<file path="config.mk">
export PLATFORM = sky130hd
export DESIGN_NAME = prm_obstacle_sweeper
export DESIGN_NICKNAME = d
export VERILOG_FILES = /design/src/rtl/prm_obstacle_sweeper.sv
export SDC_FILE = /design/constraint.sdc
export NUM_CORES = 1
export LEC_CHECK = 0
export ABC_AREA = 1
export CORE_AREA = 2 2 422 424
export DETAILED_ROUTE_END_ITERATION = 8
export DIE_AREA = 0 0 424 426
export GPL_ROUTABILITY_DRIVEN = 1
export SLEW_MARGIN = 25
export SYNTH_ARGS = -nofsm -noshare
export SYNTH_HDL_FRONTEND = slang
export SYNTH_SLANG_ARGS = --single-unit
</file>
<file path="constraint.sdc">
create_clock -name i_clk -period 16.7 [get_ports i_clk]
set_input_delay 1.67 -clock i_clk [delete_from_list [all_inputs] [get_ports i_clk]]
set_output_delay 1.67 -clock i_clk [all_outputs]
set_load 0.01 [all_outputs]
</file>
<file path="src/rtl/prm_obstacle_sweeper.sv">
// rtl/prm_obstacle_sweeper.sv - streams voxel codes to the edge-check bank and ORs hits into a frame mask
// Optional per-frame obstacle counter enabled by PRM_SWEEP_OBSCNT_EN.
module prm_obstacle_sweeper #(
    parameter int NUM_EDGES = 512,
    parameter int CNT_W     = 16
) (
    input  logic                 i_clk,
    input  logic                 i_rst,
    input  logic                 i_s_valid,
    output logic                 o_s_ready,
    input  logic [14:0]          i_s_code,
    input  logic                 i_s_last,
    output logic [14:0]          o_chk_code,
    output logic                 o_chk_vld,
    input  logic [NUM_EDGES-1:0] i_edge_hit,
    output logic                 o_m_valid,
    input  logic                 i_m_ready,
    output logic [NUM_EDGES-1:0] o_m_mask,
    output logic [CNT_W-1:0]     o_m_obs_cnt
);

    typedef enum logic [1:0] {
        IDLE  = 2'd0,
        ACCUM = 2'd1,
        FLUSH = 2'd2,
        OUT   = 2'd3
    } state_t;

    state_t                 r_state;
    state_t                 w_next;
    logic                   w_accept;
    logic                   w_handshake;
    logic [NUM_EDGES-1:0]   r_acc;
    logic [14:0]            r_chk_code;
    logic                   r_chk_vld;

    // s_ready depends only on state (and reset), never on s_valid.
    always_comb begin
        w_next      = r_state;
        o_s_ready   = 1'b0;
        o_m_valid   = 1'b0;
        case (r_state)
            IDLE: begin
                o_s_ready = !i_rst;
                if (i_s_valid) w_next = i_s_last ? FLUSH : ACCUM;
            end
            ACCUM: begin
                o_s_ready = !i_rst;
                if (i_s_valid && i_s_last) w_next = FLUSH;
            end
            FLUSH: begin
                w_next = OUT;
            end
            OUT: begin
                o_m_valid = 1'b1;
                if (i_m_ready) w_next = IDLE;
            end
            default: w_next = IDLE;
        endcase
    end

    assign w_accept    = i_s_valid && o_s_ready;
    assign w_handshake = (r_state == OUT) && i_m_ready;

    always_ff @(posedge i_clk or posedge i_rst) begin
        if (i_rst) begin
            r_state <= IDLE;
        end else begin
            r_state <= w_next;
        end
    end

    always_ff @(posedge i_clk or posedge i_rst) begin
        if (i_rst) begin
            r_chk_code <= '0;
            r_chk_vld  <= 1'b0;
        end else begin
            r_chk_vld <= w_accept;
            if (w_accept) r_chk_code <= i_s_code;
        end
    end

    // The bank result belongs to the code presented this cycle; ignore it otherwise.
    always_ff @(posedge i_clk or posedge i_rst) begin
        if (i_rst) begin
            r_acc <= '0;
        end else if (w_handshake) begin
            r_acc <= '0;
        end else if (r_chk_vld) begin
            r_acc <= r_acc | i_edge_hit;
        end
    end

`ifdef PRM_SWEEP_OBSCNT_EN
    localparam logic [CNT_W-1:0] CNT_MAX = '1;
    logic [CNT_W-1:0] r_cnt;

    always_ff @(posedge i_clk or posedge i_rst) begin
        if (i_rst) begin
            r_cnt <= '0;
        end else if (w_handshake) begin
            r_cnt <= '0;
        end else if (w_accept && (r_cnt != CNT_MAX)) begin
            r_cnt <= r_cnt + 1'b1;
        end
    end

    assign o_m_obs_cnt = r_cnt;
`else
    assign o_m_obs_cnt = '0;
`endif

    assign o_chk_code = r_chk_code;
    assign o_chk_vld  = r_chk_vld;
    assign o_m_mask   = r_acc;

endmodule
</file>
==> out/qor.log <==
[grt] first-pass GRT wire length 178 mm
[grt] antenna violations before repair 42
[clock_network] number of hold buffers added after CTS 0
[finish] sequential cell area 0.0133 mm^2
[die] Placeable Area 0.176 mm^2
[power_and_ir_drop] Worst IR Drop VDD 0.0888 mV
[setup_path] worst r2r path cells 7
[clock_network] Inserted Clock Buffers 71
[route] post-detailed-route DRC marker count 0
[finish] area of the multi-input gates 0.00488 mm^2
[clock_network] Post-CTS Resized 0
[setup_path] R2R Path End o_m_mask[469]
[yosys] share of synthesized area occupied by flip-flops and latches 57.7%
[clock_network] clock latency at the later pin of the worst-skew pair 660 ps
[power_and_ir_drop] static leakage power 20.9 nW
[route] Wirelength per Cell 21.1 um
[clock_network] # H-tree levels 3
[grt] maximum number of pins on one net before global-route repair 216
[yosys] Gate Count Post-Synth 2,791
[yosys] average instance area after synthesis 8.24 um^2
[clock_network] Max Root-Sink Buffers 3
[power_and_ir_drop] pwr/cell area 190 mW/mm^2
[setup_path] critical path data arrival time 3370 ps
[route] routed via count 21,198
[finish] fraction of layout instances using a drive strength above 1 3.50%
[timing] Hold Vio Cnt, Final 0
[yosys] number of synthesized flops with an enable pin 0
[yosys] Synth Warn # 0
[die] total number of placement rows 154
[timing] peak clock frequency supported by timing 198 MHz
[grt] number of global-route vias before repair 21,256
[yosys] total standard cell area after synthesis 0.0230 mm^2
[outcome] outcome finished clean
[clock_network] post-CTS setup buffer count 0
[timing] RSZ-0062 raised after global routing false
[finish] commonest non-fill, non-tap cell in the layout clkdlybuf4s50_1
[setup_path] CP Cell Sequence clkdlybuf4s50_1, a21oi_1, clkdlybuf4s50_1
[grt] total gr overflow 0
[route] number of violations reported at the end of detailed-routing iteration 0 1,220
[placed_design] port buffer count 1,061
[yosys] share of the synthesized area in the top cell type 57.7%
[setup_path] Crit Path Class primary input to output pin
[setup_path] cell seen most often among critical-path stages clkdlybuf4s50_1
[timing] Layout Skew 19.8 ps
[timing] count of pins over their slew limit 0
[setup_path] top fanout value on the critical path 2
[finish] Filler cells 19,442
[flow_run] count of maximum capacitance violations 0
[setup_path] critical path's slowest cell clkdlybuf4s50_1
[clock_network] CTS tree done
[timing] fin crit period 5040 ps
[setup_path] Worst setup startpoint i_rst
[grt] all-layer global routing usage 14.1%
[die] Die Span Y 426 um
[yosys] number of synthesized register bits 530
[timing] worst max-slew margin expressed relative to the limit 33.5%
[yosys] top post-synthesis cells by area dfrtp_1 (58%), inv_1 (17%), o21ai_1 (10%), nand2_1 (9.3%), buf_6 (2.7%)
[die] full die area 0.181 mm^2
[setup_path] biggest cell delay along the critical path 830 ps
[finish] count of nets after finishing 4,362
[route] final wirelength 132 mm
[timing] transition time at the pin with the least slew margin 998 ps
[min_path] HP Start o_chk_code[0]
[placed_design] DP HPWL 107 mm
[yosys] share of flip-flops with an asynchronous set or reset 100%
[yosys] prevailing post-synth register cell dfrtp_1
[finish] commonest non-fill, non-tap cells in the layout clkdlybuf4s50_1 (1,061), inv_1 (1,031), nand2_1 (572)
[min_path] number of cells traversed by the worst hold path 2
[route] DRT Pass-1 Iters 5
[placed_design] weighted congestion reported at the end of routability-driven placement 0.948
[yosys] area leader, netlist dfrtp_1
[min_path] hold crit path type flop to flop
[clock_network] Clock Sinks 530
[clock_network] Root Buffer clkbuf_16
[setup_path] Req. time, crit path 15,030 ps
[timing] worst hold slack across all endpoints 477 ps
[timing] final number of setup-violating endpoints 0
[finish] area added between synthesis and finish 66.7%
[setup_path] R2R Setup Slk 12,710 ps
[timing] share of the cycle needed by the critical path after routing 30.2%
[route] antenna-violating nets left 0
[die] Initial Util 13.1%
[yosys] number of distinct library cell variants in the gate-level netlist after synthesis 16
[route] DR vias/cell 3.40
[timing] Setup Total Neg Slack 0 ps
[setup_path] origin of the critical flop-to-flop path r_state[0]
[die] Die Span X 424 um
[setup_path] category of the worst setup path capture point output pin
[clock_network] register clock-pin slew on the reported worst setup and hold paths 50 ps
[setup_path] startpoint kind of the worst setup timing path primary input
[min_path] worst hold path endpoint o_chk_code[0]
[die] IO Pins 1,078
cells by family (layout without fill, tap and decap cells):
group / count (synthesis) / after routing / share of synthesized area, %
other: 1 / 25 / 0.0163
AO/OA/AOI/OAI: 513 / 513 / 11.2
buffers and inverters: 1165 / 2243 / 21.4
flip-flops: 530 / 530 / 57.7
AND/OR/NAND/NOR: 578 / 578 / 9.53
adder cells (fa/ha/maj): 4 / 4 / 0.218
per-layer routing:
metal  track usage (%)  share of wire [%]
met3              4.82                8.2
met4              4.37                2.3
met1              17.2                 41
met5                 0             0.0061
met2              23.3                 48
per-stage QoR:
step	worst slack, ps	total power, W	std cells	area [um^2]	utilization (%)
after floorplan	148	0.00352	2806	23000	-
after global placement	11380	0.00563	6091	35700	20.3
after detailed placement	11300	0.00567	6091	35700	20.3
after CTS	11570	0.00741	6222	38200	21.8
after global routing	11610	0.00776	6232	38300	21.8
final	11660	0.00728	6233	38300	21.8
worst max path at each step:
| stage | end | slack [ps] |
|---|---|---|
| 2_1_floorplan | o_chk_code[0] | 150 |
| 3_3_place_gp | o_m_mask[466] | 11380 |
| 3_5_place_dp | o_m_mask[478] | 11300 |
| 4_1_cts | o_s_ready | 11570 |
| 5_1_grt | o_s_ready | 11610 |
| 6_report | o_s_ready | 11660 |
where the power goes:
group | internal, W | switching (W) | leakage (nW)
combinational | 0.00159 | 0.00162 | 13.5
sequential | 0.00195 | 0.000461 | 6.17
clock | 0.00101 | 0.000654 | 1.22
total | 0.00455 | 0.00273 | 20.9
synthesized netlist by cell type, types with 2 or more instances:
cell type  count
clkbuf_1       3
inv_1       1032
inv_2          2
nand2_1      572
o21ai_0       32
buf_2         57
buf_6         55
ha_1           4
nand2_2        2
buf_4         16
o21ai_1      480
dfrtp_1      530
nand3_1        3
sequential cells by signal, indices dropped and copies added (netlist names):
register / flops
r_state: 2
o_chk_code: 15
o_m_mask: 512
o_chk_vld: 1
layout make-up:
class,count,area share (%)
Sequential cell,530,34.6
Timing Repair Buffer,1078,28.3
Multi-Input combinational cell,1111,12.7
Inverter,1034,10.1
Tap cell,2340,7.64
Clock buffer,97,5.13
Clock inverter,34,1.40
Antenna cell,9,0.0588
worst max-delay path: cells and delay by family:
| kind | cells | cell delay [ps] |
|---|---|---|
| compound gates | 1 | 350 |
| buf+inv | 2 | 1340 |
No activity file was read; power rests on OpenSTA's default activity.
